[config.mk]
export PLATFORM = sky130hd
export DESIGN_NAME = fifo_sync_ctrl
export DESIGN_NICKNAME = d
export VERILOG_FILES = /design/src/rtl/fifo_sync_ctrl.sv
export SDC_FILE = /design/constraint.sdc
export NUM_CORES = 1
export LEC_CHECK = 0
export ABC_AREA = 1
export CORE_MARGIN = 2
export CORE_UTILIZATION = 43
export DETAILED_ROUTE_END_ITERATION = 16
export HOLD_SLACK_MARGIN = 0.03
export PLACE_DENSITY_LB_ADDON = 0.1
export SETUP_SLACK_MARGIN = 0.4
export SKIP_CTS_REPAIR_TIMING = 1
export SLEW_MARGIN = 10
export SYNTH_ARGS = -nofsm -noshare
export SYNTH_HDL_FRONTEND = slang
export SYNTH_SLANG_ARGS = --single-unit
[constraint.sdc]
create_clock -name i_clk -period 2.73 [get_ports i_clk]
set_clock_uncertainty 0.15 [all_clocks]
set_input_delay 0.546 -clock i_clk [delete_from_list [all_inputs] [get_ports i_clk]]
set_output_delay 0.546 -clock i_clk [all_outputs]
set_load 0.05 [all_outputs]
[src/rtl/fifo_sync_ctrl.sv]
// fifo_sync_ctrl: first-word-fall-through FIFO controller for an external registered-read dual-port RAM
module fifo_sync_ctrl #(
    parameter int ADDR_BITS       = 8,
    parameter int WORD_LENGTH     = 8,
    parameter int ALMOST_FULL_TH  = 2**ADDR_BITS-1,
    parameter int ALMOST_EMPTY_TH = 1
) (
    input  logic                   i_clk,
    input  logic                   i_rst_n,
    input  logic                   i_wr_valid,
    output logic                   o_wr_ready,
    input  logic [WORD_LENGTH-1:0] i_wr_data,
    output logic                   o_rd_valid,
    input  logic                   i_rd_ready,
    output logic [WORD_LENGTH-1:0] o_rd_data,
    output logic                   o_ram_we,
    output logic [ADDR_BITS-1:0]   o_ram_waddr,
    output logic [WORD_LENGTH-1:0] o_ram_wdata,
    output logic [ADDR_BITS-1:0]   o_ram_raddr,
    input  logic [WORD_LENGTH-1:0] i_ram_rdata,
    output logic [ADDR_BITS:0]     o_count,
    output logic                   o_almost_full,
    output logic                   o_almost_empty
);
    localparam logic [ADDR_BITS:0]   DEPTH   = {1'b1, {ADDR_BITS{1'b0}}};
    localparam logic [ADDR_BITS:0]   AF_TH   = ALMOST_FULL_TH[ADDR_BITS:0];
    localparam logic [ADDR_BITS:0]   AE_TH   = ALMOST_EMPTY_TH[ADDR_BITS:0];
    localparam logic [ADDR_BITS-1:0] PTR_ONE = {{(ADDR_BITS-1){1'b0}}, 1'b1};
    localparam logic [ADDR_BITS:0]   CNT_ONE = {{ADDR_BITS{1'b0}}, 1'b1};

    logic [ADDR_BITS-1:0] wr_ptr, rd_ptr;
    logic [ADDR_BITS:0]   count, count_after_pop;
    logic                 rd_valid_q, push, pop;

    assign o_wr_ready      = i_rst_n & (count != DEPTH);
    assign push            = i_wr_valid & o_wr_ready;
    assign pop             = rd_valid_q & i_rd_ready;
    assign count_after_pop = count - (pop ? CNT_ONE : '0);

    assign o_ram_we       = push;
    assign o_ram_waddr    = wr_ptr;
    assign o_ram_wdata    = i_wr_data;
    // look ahead to the next slot on a pop so back-to-back reads have no bubble
    assign o_ram_raddr    = pop ? rd_ptr + PTR_ONE : rd_ptr;
    assign o_rd_valid     = rd_valid_q;
    assign o_rd_data      = i_ram_rdata;
    assign o_count        = count;
    assign o_almost_full  = count >= AF_TH;
    assign o_almost_empty = count <= AE_TH;

    // pointers advance on each accepted write / consumed read, wrapping modulo depth
    always_ff @(posedge i_clk or negedge i_rst_n) begin
        if (!i_rst_n) begin
            wr_ptr <= '0;
            rd_ptr <= '0;
        end else begin
            if (push) wr_ptr <= wr_ptr + PTR_ONE;
            if (pop)  rd_ptr <= rd_ptr + PTR_ONE;
        end
    end

    // occupancy and read-valid; count only covers entries already written, so the
    // RAM output sampled at this edge is never stale
    always_ff @(posedge i_clk or negedge i_rst_n) begin
        if (!i_rst_n) begin
            count      <= '0;
            rd_valid_q <= 1'b0;
        end else begin
            count      <= count_after_pop + (push ? CNT_ONE : '0);
            rd_valid_q <= count_after_pop != '0;
        end
    end
endmodule

==> results of run 1 <==
[critical path: cells and delay by family (launching register included)]
family | cells | cell delay [ns]
simple gates | 5 | 0.62
flops | 1 | 0.39
xor+xnor | 1 | 0.26
buf+inv | 1 | 0.17
[layout by cell type, fill, tap and decap left out, types with 8 or more instances in the layout]
cell type and instances:
sky130_fd_sc_hd__nand2_1 44, sky130_fd_sc_hd__buf_4 23, sky130_fd_sc_hd__inv_1 22, sky130_fd_sc_hd__clkdlybuf4s50_1 19, sky130_fd_sc_hd__dfrtp_1 18, sky130_fd_sc_hd__nand2_2 10, sky130_fd_sc_hd__nor2_1 10, sky130_fd_sc_hd__buf_12 10
sky130_fd_sc_hd__nand3_1 8, sky130_fd_sc_hd__dfrtp_2 8
[cells by family (layout without fill, tap and decap cells)]
| logic type | Yosys count | count (layout) | share of synthesized area, % |
|---|---|---|---|
| compound gates | 7 | 7 | 2.135 |
| xor+xnor | 18 | 18 | 9.612 |
| fa+ha+maj | 6 | 6 | 4.577 |
| buf+inv | 43 | 86 | 13.96 |
| flops | 26 | 26 | 39.66 |
| simple gates | 101 | 101 | 30.05 |
[cells in the mapped netlist (all sizes together)]
cell type,number
nand3b,3
nand2,55
dfrtp,26
nor3,5
ha,6
o21ai,6
nand3,13
nor2,18
buf,17
a21oi,1
xnor2,9
xor2,9
nand4,7
inv,26
[flip-flops by register name, summed over array words and instances (netlist names)]
name	cells
o_count	9
o_rd_valid	1
o_ram_waddr	8
rd_ptr	8
[worst max-delay path by stage]
stage | start | endpoint | depth (start not counted)
floorplan | o_count[5] | o_count[4] | 11
global placement | i_rd_ready | o_ram_raddr[6] | 8
detailed placement | i_rd_ready | o_ram_raddr[6] | 8
CTS | i_rd_ready | o_ram_raddr[6] | 8
global route | rd_ptr[1] | o_ram_raddr[7] | 7
finish | rd_ptr[1] | o_ram_raddr[7] | 7
[stage by stage]
step	hold WS [ns]	setup slack, ns	total power, mW
after global routing	0.4231	0.2139	3.058
final	0.3774	0.3302	2.866
after CTS	0.3811	-0.09175	2.760
after floorplan	0.1004	0.3169	1.917
after global placement	0.3550	-0.03714	2.491
after detailed placement	0.3608	-0.08061	2.530
[cell type report]
type	count	area, µm²
Clock buffer	4	45.04
Fill cell	320	1295
Inverter	26	101.3
Multi-Input combinational cell	132	893.4
Sequential cell	26	660.6
Tap cell	48	60.06
Timing Repair Buffer	56	605.6
[power by group through the flow]
stage               Sequential (mW)  Clock [mW]  Combinational [mW]
floorplan                      1.05           0               0.866
global placement              0.743           0                1.75
detailed placement            0.750           0                1.78
CTS                           0.745       0.229                1.79
global route                  0.760       0.246                2.05
finish                        0.734       0.217                1.91
[layer usage]
| metal | share of wire [%] | global-route usage [%] |
|---|---|---|
| met1 | 41 | 21.58 |
| met2 | 51 | 30.81 |
| met3 | 6.0 | 5.479 |
| met4 | 2.3 | 5.729 |
| met5 | 0 | 0 |
==> out/metrics.json, run 1 <==
{
  "initial_core_util": {"value": 44.81, "unit": "%"},
  "detail-route-antenna-nets": {"value": 0},
  "crit_required": {"value": 2.03, "unit": "ns"},
  "worstPathMaxFanout": {"value": 3},
  "cts_sinks": {"value": 26},
  "drt-total-wl": {"value": 3720, "unit": "µm"},
  "setup.reg_to_reg.worst_slack": {"value": 0.50, "unit": "ns"},
  "crit_path_top_delay_cell": {"value": "sky130_fd_sc_hd__dfrtp_1"},
  "cts-buffers-inserted": {"value": 3},
  "finalSetupTns": {"value": 0, "unit": "ns"},
  "routabilityCongestion": {"value": 0.8248},
  "post_route_cells_drive_above_1_share": {"value": 34.02, "unit": "%"},
  "cts_root_buf": {"value": "sky130_fd_sc_hd__clkbuf_8"},
  "timing.final.max_slew_violations": {"value": 0},
  "tritoncts": {"value": "yes"},
  "ys_seq_elements": {"value": 26},
  "finish.cell_count_without_fillers": {"value": 292},
  "hold_path_class": {"value": "reg -> reg"},
  "power.clock.fraction": {"value": 7.6, "unit": "%"},
  "power_density_relative_to_cell_area": {"value": 1211, "unit": "mW/mm²"},
  "seq_power_share": {"value": 25.6, "unit": "%"},
  "global_router_s_overall_resource_usage": {"value": 18.03, "unit": "%"},
  "grt_pass1_wl": {"value": 5975, "unit": "µm"},
  "internal_power": {"value": 1.401, "unit": "mW"},
  "timing.critical_path.to_type": {"value": "primary output"},
  "clk_pin_slew_worst_paths": {"value": 0.08, "unit": "ns"},
  "dpl.hpwl": {"value": 2763, "unit": "µm"},
  "yosys.area.top_type_share": {"value": 39.66, "unit": "%"},
  "via_count": {"value": 1430},
  "worstHoldEndpoint": {"value": "o_ram_waddr[7]"},
  "critical_path.max_stage_delay": {"value": 0.39, "unit": "ns"},
  "cellLeakagePower": {"value": 1.113, "unit": "nW"},
  "critical_path_arrival": {"value": 1.70, "unit": "ns"},
  "inst_count_dp": {"value": 274},
  "rsz0062_at_grt": {"value": "yes"},
  "worst_path_cell_trace": {"value": "nand2_1 > nor3_4 > nand3_2 > nor2_1 > nand2_1 > xnor2_2 > buf_12"},
  "areaGrowthSynthToFinish": {"value": 44.24, "unit": "%"},
  "crit-reg2reg-launch": {"value": "o_count[3]"},
  "netlist-cell-type-count": {"value": 23},
  "maxClockFrequency": {"value": 416.7, "unit": "MHz"},
  "drt_iter0_drc": {"value": 47},
  "final_area": {"value": 0.002366, "unit": "mm²"},
  "std_cell_rows": {"value": 22},
  "core_region_area": {"value": 0.003661, "unit": "mm²"},
  "pin_slew_with_the_least_headroom_to_its_limit": {"value": 0.5217, "unit": "ns"},
  "min_from": {"value": "o_ram_waddr[7]"},
  "rr_endpoint": {"value": "o_count[4]"},
  "period_needed": {"value": 2.400, "unit": "ns"},
  "power_switching_share": {"value": 51.11, "unit": "%"},
  "worstSetupStartpointType": {"value": "flip-flop"},
  "avgViaCountPerCell": {"value": 4.897},
  "worst_slew_margin_rel": {"value": 65.11, "unit": "%"},
  "clock_tree.buffer_depth": {"value": 2},
  "netlist.top_cell.by_area": {"value": "sky130_fd_sc_hd__dfrtp_1"},
  "synth.avg_cell_area": {"value": 8.161, "unit": "µm²"},
  "wire_per_inst": {"value": 12.74, "unit": "µm"},
  "synth.yosys.warnings": {"value": 0},
  "synthesis.instances": {"value": 201},
  "maximum_vdd_ir_drop": {"value": 718.6, "unit": "µV"},
  "timing.setup.critical_path_class": {"value": "reg -> out"},
  "die_w": {"value": 65.77, "unit": "µm"},
  "worst_r2r_path_depth": {"value": 11},
  "chipHeight": {"value": 65.77, "unit": "µm"},
  "synth_area_leaders": {"value": "sky130_fd_sc_hd__dfrtp_1, sky130_fd_sc_hd__nand2_1, sky130_fd_sc_hd__buf_4"},
  "io_buffer_count": {"value": 33},
  "insertion_delay": {"value": 0.27, "unit": "ns"},
  "antenna-diode-count": {"value": 0},
  "timing.critical_path.mode_cell": {"value": "sky130_fd_sc_hd__nand2_1"},
  "floorplan.die_area": {"value": 0.004325, "unit": "mm²"},
  "drt_drc_violations_left": {"value": 0},
  "synth-seq-area-share": {"value": 39.66, "unit": "%"},
  "utilization_after_layout": {"value": 64.63, "unit": "%"},
  "syn_area": {"value": 0.001640, "unit": "mm²"},
  "max_cap_viols": {"value": 0},
  "num-nets-final": {"value": 271},
  "antenna_found_initial": {"value": 0},
  "design.portCount": {"value": 66},
  "placed_standard_cell_area": {"value": 0.002166, "unit": "mm²"},
  "detail_route.first_pass.iterations": {"value": 5},
  "post-route-period-util": {"value": 87.91, "unit": "%"},
  "mappedNetlistNets": {"value": 227},
  "switchingPower": {"value": 1.465, "unit": "mW"},
  "maximum_level_of_the_cts_h_tree": {"value": 1},
  "final_hold_viol_count": {"value": 0},
  "setup_viol": {"value": 0},
  "status": {"value": "finished clean"},
  "grt_max_degree": {"value": 27},
  "min_path_cells": {"value": 2},
  "share_comb_of_total_power": {"value": 66.8, "unit": "%"},
  "first_global_vias": {"value": 1339},
  "global_route.overflow_total": {"value": 0}
}
No activity file was read; power rests on OpenSTA's default activity.
==> run 2, diff against run 1 <==
--- a/config.mk
+++ b/config.mk
@@ -6,14 +6,14 @@
 export NUM_CORES = 1
 export LEC_CHECK = 0
 export ABC_AREA = 1
-export CORE_MARGIN = 2
+export CORE_MARGIN = 3
 export CORE_UTILIZATION = 43
 export DETAILED_ROUTE_END_ITERATION = 16
 export HOLD_SLACK_MARGIN = 0.03
 export PLACE_DENSITY_LB_ADDON = 0.1
 export SETUP_SLACK_MARGIN = 0.4
 export SKIP_CTS_REPAIR_TIMING = 1
-export SLEW_MARGIN = 10
+export SLEW_MARGIN = 20
 export SYNTH_ARGS = -nofsm -noshare
 export SYNTH_HDL_FRONTEND = slang
 export SYNTH_SLANG_ARGS = --single-unit
==> run 2 against run 1 <==
  * Critical path depth did not move
  * Sequential power rose by 2%
  * Critical endpoint is now o_ram_we
  * Flip-flop and latch count did not move
  * Via count rose by 0.70%
  * Worst hold slack improved by 0.012 ns
  * Die area rose by 6.2%
  * Maximum frequency fell by 0.73%
  * Combinational power rose by 3%
  * Non-clock buffer count fell by 1
  * Register-to-register slack got worse by 0.04 ns
  * Highest routed layer unchanged
  * Wire length rose by 5.1%
==> out/metrics.json, run 2 (synthesized netlist as in run 1, its figures left out) <==
{
  "status": {"value": "finished clean"},
  "antenna_found_initial": {"value": 0, "change": "unchanged"},
  "grt_pass1_wl": {"value": 6147, "unit": "µm", "change": "+2.9%"},
  "grt_max_degree": {"value": 27, "change": "unchanged"},
  "layout_common_cells": {"value": "sky130_fd_sc_hd__nand2_1, sky130_fd_sc_hd__inv_1, sky130_fd_sc_hd__buf_4, sky130_fd_sc_hd__clkdlybuf4s50_1, sky130_fd_sc_hd__dfrtp_1"},
  "timing.critical_path.to_type": {"value": "primary output"},
  "areaGrowthSynthToFinish": {"value": 47.06, "unit": "%"},
  "cts_sinks": {"value": 26, "change": "unchanged"},
  "avgViaCountPerCell": {"value": 4.983, "change": "+1.7%"},
  "core_region_area": {"value": 0.003495, "unit": "mm²", "change": "-4.5%"},
  "period_needed": {"value": 2.418, "unit": "ns", "change": "+0.01768 ns"},
  "final_hold_viol_count": {"value": 0, "change": "unchanged"},
  "drt-total-wl": {"value": 3909, "unit": "µm", "change": "+5.1%"},
  "setup_viol": {"value": 0, "change": "unchanged"},
  "wire_per_inst": {"value": 13.53, "unit": "µm", "change": "+6.2%"},
  "drt_iter0_drc": {"value": 53, "change": "+13%"},
  "cellLeakagePower": {"value": 1.117, "unit": "nW", "change": "+0.40%"},
  "finalSetupTns": {"value": 0, "unit": "ns", "change": "unchanged"},
  "utilization_after_layout": {"value": 69.03, "unit": "%", "change": "+4.4 points"},
  "hold_path_class": {"value": "reg -> reg"},
  "timing.final.max_slew_violations": {"value": 0, "change": "unchanged"},
  "die_w": {"value": 67.77, "unit": "µm", "change": "+3.0%"},
  "multiInputGateArea": {"value": 947.2, "unit": "µm²", "change": "+6.0%"},
  "inst_count_dp": {"value": 269, "change": "-1.8%"},
  "largest_register_ff_count": {"value": 9, "change": "unchanged"},
  "worstPathMaxFanout": {"value": 7, "change": "+4"},
  "fin_total_pwr": {"value": 2.940, "unit": "mW", "change": "+2.6%"},
  "cts_root_buf": {"value": "sky130_fd_sc_hd__clkbuf_8"},
  "holdWs": {"value": 0.3893, "unit": "ns", "change": "+0.01190 ns"},
  "std_cell_rows": {"value": 21, "change": "-4.5%"},
  "timing.setup.critical_path_class": {"value": "reg -> out"},
  "dpl.hpwl": {"value": 2855, "unit": "µm", "change": "+3.3%"},
  "worstSetupStartpointType": {"value": "flip-flop"},
  "maximum_level_of_the_cts_h_tree": {"value": 1, "change": "unchanged"},
  "dpl_worst_slack": {"value": -0.1295, "unit": "ns", "change": "-0.04890 ns"},
  "pin_slew_with_the_least_headroom_to_its_limit": {"value": 0.5006, "unit": "ns", "change": "-0.02114 ns"},
  "maximum_vdd_ir_drop": {"value": 704.1, "unit": "µV", "change": "-2.0%"},
  "num-nets-final": {"value": 270, "change": "-0.37%"},
  "rsz0062_at_grt": {"value": "yes"},
  "initial_core_util": {"value": 46.94, "unit": "%", "change": "+2.1 points"},
  "drt_drc_violations_left": {"value": 0, "change": "unchanged"},
  "io_buffer_count": {"value": 33, "change": "unchanged"},
  "routabilityCongestion": {"value": 0.7939, "change": "-3.7%"},
  "cts-buffers-inserted": {"value": 3, "change": "unchanged"},
  "layout.cells.most_common": {"value": "sky130_fd_sc_hd__nand2_1"},
  "via_count": {"value": 1440, "change": "+0.70%"},
  "maxClockFrequency": {"value": 413.6, "unit": "MHz", "change": "-0.73%"},
  "critical_path_arrival": {"value": 1.72, "unit": "ns", "change": "+0.02 ns"},
  "antenna-diode-count": {"value": 0, "change": "unchanged"},
  "insertion_delay": {"value": 0.27, "unit": "ns", "change": "about the same"},
  "nFillCells": {"value": 282, "change": "-12%"},
  "tritoncts": {"value": "yes"},
  "crit_required": {"value": 2.03, "unit": "ns", "change": "about the same"},
  "max_cap_viols": {"value": 0, "change": "unchanged"},
  "chipHeight": {"value": 67.77, "unit": "µm", "change": "+3.0%"},
  "worst_slew_margin_rel": {"value": 66.53, "unit": "%", "change": "+1.4 points"},
  "clock_tree.buffer_depth": {"value": 2, "change": "unchanged"},
  "power_density_relative_to_cell_area": {"value": 1219, "unit": "mW/mm²", "change": "+0.62%"},
  "global_router_s_overall_resource_usage": {"value": 17.42, "unit": "%", "change": "-0.62 points"},
  "post_route_cells_drive_above_1_share": {"value": 34.57, "unit": "%", "change": "+0.55 points"},
  "detail_route.first_pass.iterations": {"value": 4, "change": "-1"},
  "floorplan.die_area": {"value": 0.004592, "unit": "mm²", "change": "+6.2%"},
  "clk_pin_slew_worst_paths": {"value": 0.09, "unit": "ns", "change": "about the same"},
  "final.setup.worst_slack": {"value": 0.3125, "unit": "ns", "change": "-0.01768 ns"},
  "design.portCount": {"value": 66, "change": "unchanged"},
  "first_global_vias": {"value": 1385, "change": "+3.4%"},
  "placed_standard_cell_area": {"value": 0.002141, "unit": "mm²", "change": "-1.2%"},
  "final_area": {"value": 0.002412, "unit": "mm²", "change": "+2.0%"},
  "sequential_cell_area": {"value": 659.4, "unit": "µm²", "change": "-0.19%"},
  "detail-route-antenna-nets": {"value": 0, "change": "unchanged"},
  "finish.cell_count_without_fillers": {"value": 289, "change": "-1.0%"},
  "global_route.overflow_total": {"value": 0, "change": "unchanged"},
  "post-route-period-util": {"value": 88.55, "unit": "%", "change": "+0.65 points"}
}
[run 2: cell types whose count changed in the layout (fill, tap and decap cells not counted), moves of 2 or more]
cell / delta
sky130_fd_sc_hd__nand2_2: +2
sky130_fd_sc_hd__nand2_1: -2
sky130_fd_sc_hd__xnor2_4: +2
sky130_fd_sc_hd__nor2_1: -2
sky130_fd_sc_hd__buf_4: -2
sky130_fd_sc_hd__xnor2_2: -2
[run 2: path summary, 6_finish.rpt]
check | from | to | slack [ns] | depth (start not counted)
min in group asynchronous | i_rst_n | rd_ptr[4] | 0.66 | 2
worst min register to register | o_ram_waddr[0] | o_ram_waddr[0] | 0.39 | 1
max in group asynchronous | i_rst_n | o_count[1] | 1.51 | 2
worst max register to register | o_count[6] | o_count[4] | 0.46 | 12
worst max-delay path | o_count[6] | o_ram_we | 0.31 | 7
worst min-delay path | o_ram_waddr[0] | o_ram_waddr[0] | 0.39 | 1
[run 2: final cells by class]
type | instances | area share, %
multi-input combinational | 132 | 39.26
sequential | 26 | 27.33
timing repair buffer | 55 | 24.95
inverter | 26 | 4.201
tap | 46 | 2.386
clock buffer | 4 | 1.867
[run 2: power by group]
group / internal (mW) / switching [mW]
registers: 0.539 / 0.209
logic: 0.785 / 1.19
clock network: 0.104 / 0.116
total: 1.43 / 1.51
[run 2: critical path: stages (launching register included)]
cell and delay [ns]:
sky130_fd_sc_hd__dfrtp_2 0.45, sky130_fd_sc_hd__nor2_4 0.13, sky130_fd_sc_hd__nand2_2 0.08, sky130_fd_sc_hd__nor2_2 0.14, sky130_fd_sc_hd__nand3b_1 0.14, sky130_fd_sc_hd__nand3_2 0.14, sky130_fd_sc_hd__clkinvlp_4 0.18, sky130_fd_sc_hd__buf_12 0.19
[run 2: per-layer routing]
layer	share of wire (%)	GRT usage, %
met5	0	0
met4	0.59	2.532
met3	5.4	4.493
met2	53	31.47
met1	41	21.01
